===== config.mk =====
export PLATFORM = sky130hd
export DESIGN_NAME = seq_div
export DESIGN_NICKNAME = d
export VERILOG_FILES = /design/src/rtl/seq_div_pkg.sv /design/src/rtl/div_abs.sv /design/src/rtl/seq_div.sv
export SDC_FILE = /design/constraint.sdc
export NUM_CORES = 1
export LEC_CHECK = 0
export CORE_ASPECT_RATIO = 1.4
export CORE_MARGIN = 4
export CORE_UTILIZATION = 43
export CTS_CLUSTER_DIAMETER = 200
export DETAILED_ROUTE_END_ITERATION = 12
export GPL_ROUTABILITY_DRIVEN = 0
export PLACE_DENSITY_LB_ADDON = 0.2
export SETUP_SLACK_MARGIN = 0.2
export SLEW_MARGIN = 25
export SYNTH_ARGS = -nofsm -noshare
export SYNTH_HDL_FRONTEND = slang
export SYNTH_HIERARCHICAL = 1
export SYNTH_SLANG_ARGS = --single-unit
export TNS_END_PERCENT = 1

===== constraint.sdc =====
create_clock -name i_clk -period 2.1 [get_ports i_clk]
set_clock_uncertainty 0.05 [all_clocks]
set_input_delay 0.42 -clock i_clk [delete_from_list [all_inputs] [get_ports i_clk]]
set_output_delay 0.42 -clock i_clk [all_outputs]
set_load 0.03 [all_outputs]

===== src/rtl/seq_div_pkg.sv =====
// Shared types for the seq_div signed sequential divider.
// Holds the FSM state encoding and the default operand width.
package seq_div_pkg;

    localparam int WORD_LEN_DEF = 8;

    typedef enum logic [1:0] {
        IDLE = 2'd0,
        CALC = 2'd1,
        FIX  = 2'd2,
        DONE = 2'd3
    } state_t;

endpackage


===== src/rtl/div_abs.sv =====
// Signed-to-magnitude helper: WORD_LEN+1-bit magnitude plus sign bit.
// The extra bit keeps |most-negative| representable without wrap.
module div_abs
    import seq_div_pkg::*;
#(
    parameter int WORD_LEN = WORD_LEN_DEF
) (
    input  logic [WORD_LEN-1:0] val,
    output logic [WORD_LEN:0]   mag,
    output logic                neg
);

    logic [WORD_LEN:0] ext;

    assign neg = val[WORD_LEN-1];
    assign ext = {val[WORD_LEN-1], val};
    assign mag = neg ? -ext : ext;

endmodule


===== src/rtl/seq_div.sv =====
// Signed restoring radix-2 divider, one quotient bit per cycle, truncating.
// Define SEQ_DIV_ZERO_DET_EN for the early-exit zero-divisor path.
module seq_div
    import seq_div_pkg::*;
#(
    parameter int WORD_LEN = WORD_LEN_DEF
) (
    input  logic                i_clk,
    input  logic                i_arst,
    input  logic                i_start,
    input  logic [WORD_LEN-1:0] i_dividend,
    input  logic [WORD_LEN-1:0] i_divisor,
    output logic                o_busy,
    output logic                o_done,
    output logic [WORD_LEN-1:0] o_quotient,
    output logic [WORD_LEN-1:0] o_remainder,
    output logic                o_div_by_zero
);

    localparam int CW = $clog2(WORD_LEN);

    state_t              state;
    state_t              state_nxt;
    logic [WORD_LEN:0]   dvd_mag;
    logic [WORD_LEN:0]   dvs_mag;
    logic [WORD_LEN:0]   dvs_r;
    logic [WORD_LEN:0]   prem;
    logic [WORD_LEN:0]   trial;
    logic [WORD_LEN-1:0] dvd_r;
    logic [WORD_LEN-1:0] quo;
    logic [CW-1:0]       cnt;
    logic                dvd_neg;
    logic                dvs_neg;
    logic                sgn_n;
    logic                sgn_d;
    logic                last;
    logic                fit;
    logic                capture;
    logic                unused_bits;

    div_abs #(.WORD_LEN(WORD_LEN)) u_abs_dvd (
        .val (i_dividend),
        .mag (dvd_mag),
        .neg (dvd_neg)
    );

    div_abs #(.WORD_LEN(WORD_LEN)) u_abs_dvs (
        .val (i_divisor),
        .mag (dvs_mag),
        .neg (dvs_neg)
    );

    // Top bits are provably zero: magnitudes <= 2^(W-1), remainders < divisor.
    assign unused_bits = dvd_mag[WORD_LEN] ^ prem[WORD_LEN];

    assign last    = cnt == CW'(WORD_LEN - 1);
    assign capture = (state == IDLE) && i_start;
    assign trial   = {prem[WORD_LEN-1:0], dvd_r[WORD_LEN-1]};
    assign fit     = trial >= dvs_r;
    assign o_busy  = state != IDLE;
    assign o_done  = state == DONE;

`ifdef SEQ_DIV_ZERO_DET_EN
    logic dvs_zero;
    assign dvs_zero = i_divisor == '0;
`else
    assign o_div_by_zero = 1'b0;
`endif

    always_ff @(posedge i_clk or posedge i_arst) begin
        if (i_arst) state <= IDLE;
        else        state <= state_nxt;
    end

    always_comb begin
        state_nxt = state;
        unique case (state)
            IDLE: begin
                if (i_start) begin
`ifdef SEQ_DIV_ZERO_DET_EN
                    state_nxt = dvs_zero ? DONE : CALC;
`else
                    state_nxt = CALC;
`endif
                end
            end
            CALC:    if (last) state_nxt = FIX;
            FIX:     state_nxt = DONE;
            DONE:    state_nxt = IDLE;
            default: state_nxt = IDLE;
        endcase
    end

    always_ff @(posedge i_clk or posedge i_arst) begin
        if (i_arst) begin
            dvd_r         <= '0;
            dvs_r         <= '0;
            prem          <= '0;
            quo           <= '0;
            cnt           <= '0;
            sgn_n         <= 1'b0;
            sgn_d         <= 1'b0;
            o_quotient    <= '0;
            o_remainder   <= '0;
`ifdef SEQ_DIV_ZERO_DET_EN
            o_div_by_zero <= 1'b0;
`endif
        end else if (capture) begin
            dvd_r <= dvd_mag[WORD_LEN-1:0];
            dvs_r <= dvs_mag;
            sgn_n <= dvd_neg;
            sgn_d <= dvs_neg;
            cnt   <= '0;
            prem  <= '0;
            quo   <= '0;
`ifdef SEQ_DIV_ZERO_DET_EN
            if (dvs_zero) begin
                o_quotient    <= '1;
                o_remainder   <= i_dividend;
                o_div_by_zero <= 1'b1;
            end
`endif
        end else if (state == CALC) begin
            cnt   <= cnt + CW'(1);
            dvd_r <= {dvd_r[WORD_LEN-2:0], 1'b0};
            prem  <= fit ? trial - dvs_r : trial;
            quo   <= {quo[WORD_LEN-2:0], fit};
        end else if (state == FIX) begin
            o_quotient  <= (sgn_n ^ sgn_d) ? -quo : quo;
            o_remainder <= sgn_n ? -prem[WORD_LEN-1:0]
                                 : prem[WORD_LEN-1:0];
`ifdef SEQ_DIV_ZERO_DET_EN
            o_div_by_zero <= 1'b0;
`endif
        end
    end

endmodule


Word level (Yosys, flattened, before mapping). Cells that the tools add are included.

Add/subtract/negate cells: 6. Muxes and demuxes: 16. Reduce and logical (&&, ||, !) cells: 6. Bitwise logic cells: 3. Equal/unequal tests: 6. Order comparisons: 1.

Operator list (number): $mux 8 (10); $neg 8->8 (3); $ge 9x9->1 (1); $mux 9 (1); $neg 9->9 (1); $pmux 2 s4 (1); $sub 8x8->8 (1); $mux 3 (2); $eq 2x2->1 const B (2); $mux 2 (2); $ne 2x2->1 const B (2); $reduce_bool 2->1 (2); $add 3x1->3 const B (1); $eq 3x3->1 const B (1); $reduce_and 3->1 (1); $eq 2x1->1 const B (1); $logic_not 2->1 (1); $not 1->1 (2); $reduce_and 2->1 (1); $logic_and 1x1->1 (1); $xor 1x1->1 (1).

Register bits after elaboration: 56. Word-level logic and storage cells: 48. Output and inout port bits: 19.

Longest topological paths before layout.
Depth after elaboration: 4. Depth in mapped cells: 9. Gate-level depth less buffers: 9.

Cells and area by module. Netlist, hierarchy kept.

Modules (own cells, without submodules): seq_div (sequential area each 1401.3 um^2, area an instance 3119.2 um^2, cells each 331, instances 1); div_abs (sequential area each 0.0 um^2, area an instance 163.9 um^2, cells each 23, instances 2).

Worst setup path after synthesis. No wires, ideal clock.

Path kind: flip-flop to flip-flop. Start: register dvd_r[7]. End: register prem[6]. Required time: 1973 ps. Setup time: 77 ps. Stages on the path, launching flop included: 10. Slack: 23 ps. Arrival time: 1949 ps. Clock period less this slack: 2077 ps. Buffers on the path: 0. Cell sequence: dfrtp_1 > inv_1 > ha_1 > inv_1 > fa_1 > a211o_1 > a2111oi_0 > nand4b_1 > o21ai_0 > a21oi_1.

Cells in the longest elaborated chain, start to end: 4. Elaborated cells between the ends (all ways): 5.

Ends and longest elaborated chain: start: declaration (line seq_div.sv:29) `logic [WORD_LEN-1:0] dvd_r;`; start signal: assignment (line seq_div.sv:109) `dvd_r <= dvd_mag[WORD_LEN-1:0];`; start signal: assignment (line seq_div.sv:125) `dvd_r <= {dvd_r[WORD_LEN-2:0], 1'b0};`; $sub 8x8->8 / $ge 9x9->1 (equally long branches) (line seq_div.sv:126, seq_div.sv:59); $mux 8 (*) (line seq_div.sv:126) `prem <= fit ? trial - dvs_r : trial;`; $mux 8 (*) (line seq_div.sv:123) `end else if (state == CALC) begin`; $mux 8 (*) (line seq_div.sv:108) `end else if (capture) begin`; end signal: assignment (line seq_div.sv:126); end: declaration (line seq_div.sv:27) `logic [WORD_LEN:0] prem;`.

Mark *: on every way between the ends. The rest lies on a longest branch, timed or not. The select of a mux whose other input is x is not followed. A chain may end at the register's enable or synchronous reset.

Final worst setup path. Ends and elaborated chain as after synthesis.

==> flow_summary.toml <==
[floorplan]
dieArea_um2 = 9500
core_um2 = 7750
row_count = 38
die_height_um = 114
io_pins = 38
initial_core_util = 0.443
die_w_um = 83.5

[drt]
dr.first_iter.drc_count = 104
wire_per_inst_um = 14.0
num_vias = 2713
routed_wl_um = 7330
drt_first_pass_iters = 4
via_per_inst = 5.20
ant_nets = 0
route.detailed.drc = 0

[power]
ir_drop_uv = 679
power_density_nw_per_um2 = 1780
leakage_nw = 1.82

[job]
maxCapViolations = 0

[layout]
fin_area_um2 = 4240
regArea_um2 = 1400
layout-drive-gt1-share = 0.149
final_util = 0.546
syn_to_final_growth_pct = 23.3
fillers = 725
num-nets-final = 462
multiInputGateArea_um2 = 1910
final_cell_mix = "dfrtp_1, nand2_1, clkdlybuf4s50_1, nor2_1, o21ai_0"
num_antenna_cells = 0
final_cells = 522
layout_commonest_cell = "dfrtp_1"

[worst_setup_path]
crit_buf_inv = 2
cp-end-kind = "flip-flop"
path_cells = "inv_2 -> ha_4 -> inv_2 -> fa_2 -> a211o_1 -> a2111oi_4 -> nand4b_1 -> o21ai_1 -> a21oi_1"
crit_fanout = 3
crit_required_ps = 2300
cpPeakStageDelay_ps = 400
r2r_slack_ps = 30
crit_top_cell = "inv_2"
arrival_ps = 2270
reg2reg_from = "dvd_r[7]"
path_class = "reg2reg"
critPathTopFamily = "compound AO/OA/AOI/OAI gates"
regToRegEndpoint = "prem[6]"
startpoint_type = "flip-flop"
crit_slowest_cell = "dfrtp_1"
rr_worst_depth = 9

[clock_tree]
clockBufferDepth = 2
root_buffer = "clkbuf_8"
cts_tree = "built"
postCtsSetupRepairBufs = 0
htreeDepth = 2
clock_latency_ps = 320
cts_buffers = 5
clkTransAtPathRegs_ps = 110
cts_sinks = 56

[grt]
grt_pass1_wl_um = 12700
gr-usage-all-layers = 0.161
first_global_vias = 2739
grt_max_degree = 57
grt_antenna_before_repair = 0
overflow = 0

[place]
port_buffers = 36
placed_cells = 515
hpwl_um = 5580
pre_cts_slack_ps = -50.9
placed_cell_area_um2 = 4020

[sta]
worst_slack_ps = 28.3
max_freq_mhz = 483
slew_violations = 0
setup_viol = 0
fin_crit_sh = 0.987
hold_viol_final = 0
finalCriticalPeriod_ps = 2070
grt_setup_unrepaired = "true"

[synth]
syn_inst = 375
syn_nets = 415
synth.avg_cell_area_um2 = 9.16
yosys_warnings = 6
synth_area_um2 = 3440

[status]
status = "finished clean"

[min_path]
hp-class = "in2async"
repair_timing:
action | CTS | global route
pin swaps | 8 | 5
endpoints found under the setup margin | 12 | 12
hold buffers | 0 | 0
resized for setup | 18 | 7
cloned | 0 | 0
registers in the layout, indices dropped and copies added (netlist names):
signal	cells
o_remainder	8
state	2
cnt	3
dvs_r	9
quo	8
sgn_n	1
o_quotient	8
dvd_r	8
sgn_d	1
prem	8
routing by layer:
metal  global-route usage  vias up  routed length [µm]
li1                     -     1374                   -
met5                    0        -                   0
met2                0.308       44                3950
met3               0.0246        6                 230
met1                0.185     1289                3060
met4               0.0451        0                  93
per-stage QoR:
step	setup TNS [ps]	hold slack, ps	power, mW
after global routing	-137	450	8.18
after CTS	0	426	7.47
after detailed placement	-50.9	432	6.48
after floorplan	0	407	5.10
after global placement	0	433	6.36
final	0	417	7.52
report_power, final:
part	switching [mW]	internal, mW	total, mW	leakage (nW)
Combinational	2.56	2.17	4.73	1.06
Sequential	0.366	1.59	1.96	0.688
Clock	0.362	0.470	0.831	0.0642
cell type report:
cell class	count	share of cell area
tap	100	0.0295
sequential	56	0.331
clock buffer	5	0.0162
inverter	25	0.0222
timing repair buffer	63	0.137
multi-input combinational	271	0.450
clock inverter	2	0.0142
worst reg2reg max path: cells and delay by family, from the launching register on:
| family | cells | cell delay, ps |
|---|---|---|
| compound gates | 4 | 820 |
| fa+ha+maj | 2 | 470 |
| buf+inv | 2 | 110 |
| flops | 1 | 400 |
| simple gates | 1 | 160 |
worst max path at each step:
stage	depth (start not counted)	to	from	slack [ps]
after floorplan	9	prem[6]	dvd_r[7]	40
after global placement	9	prem[6]	dvd_r[7]	10
after detailed placement	9	prem[6]	dvd_r[7]	-50
after CTS	9	prem[6]	dvd_r[7]	40
after global routing	9	prem[6]	dvd_r[7]	-90
final	9	prem[6]	dvd_r[7]	30
Power figures use the tool's default switching activity.
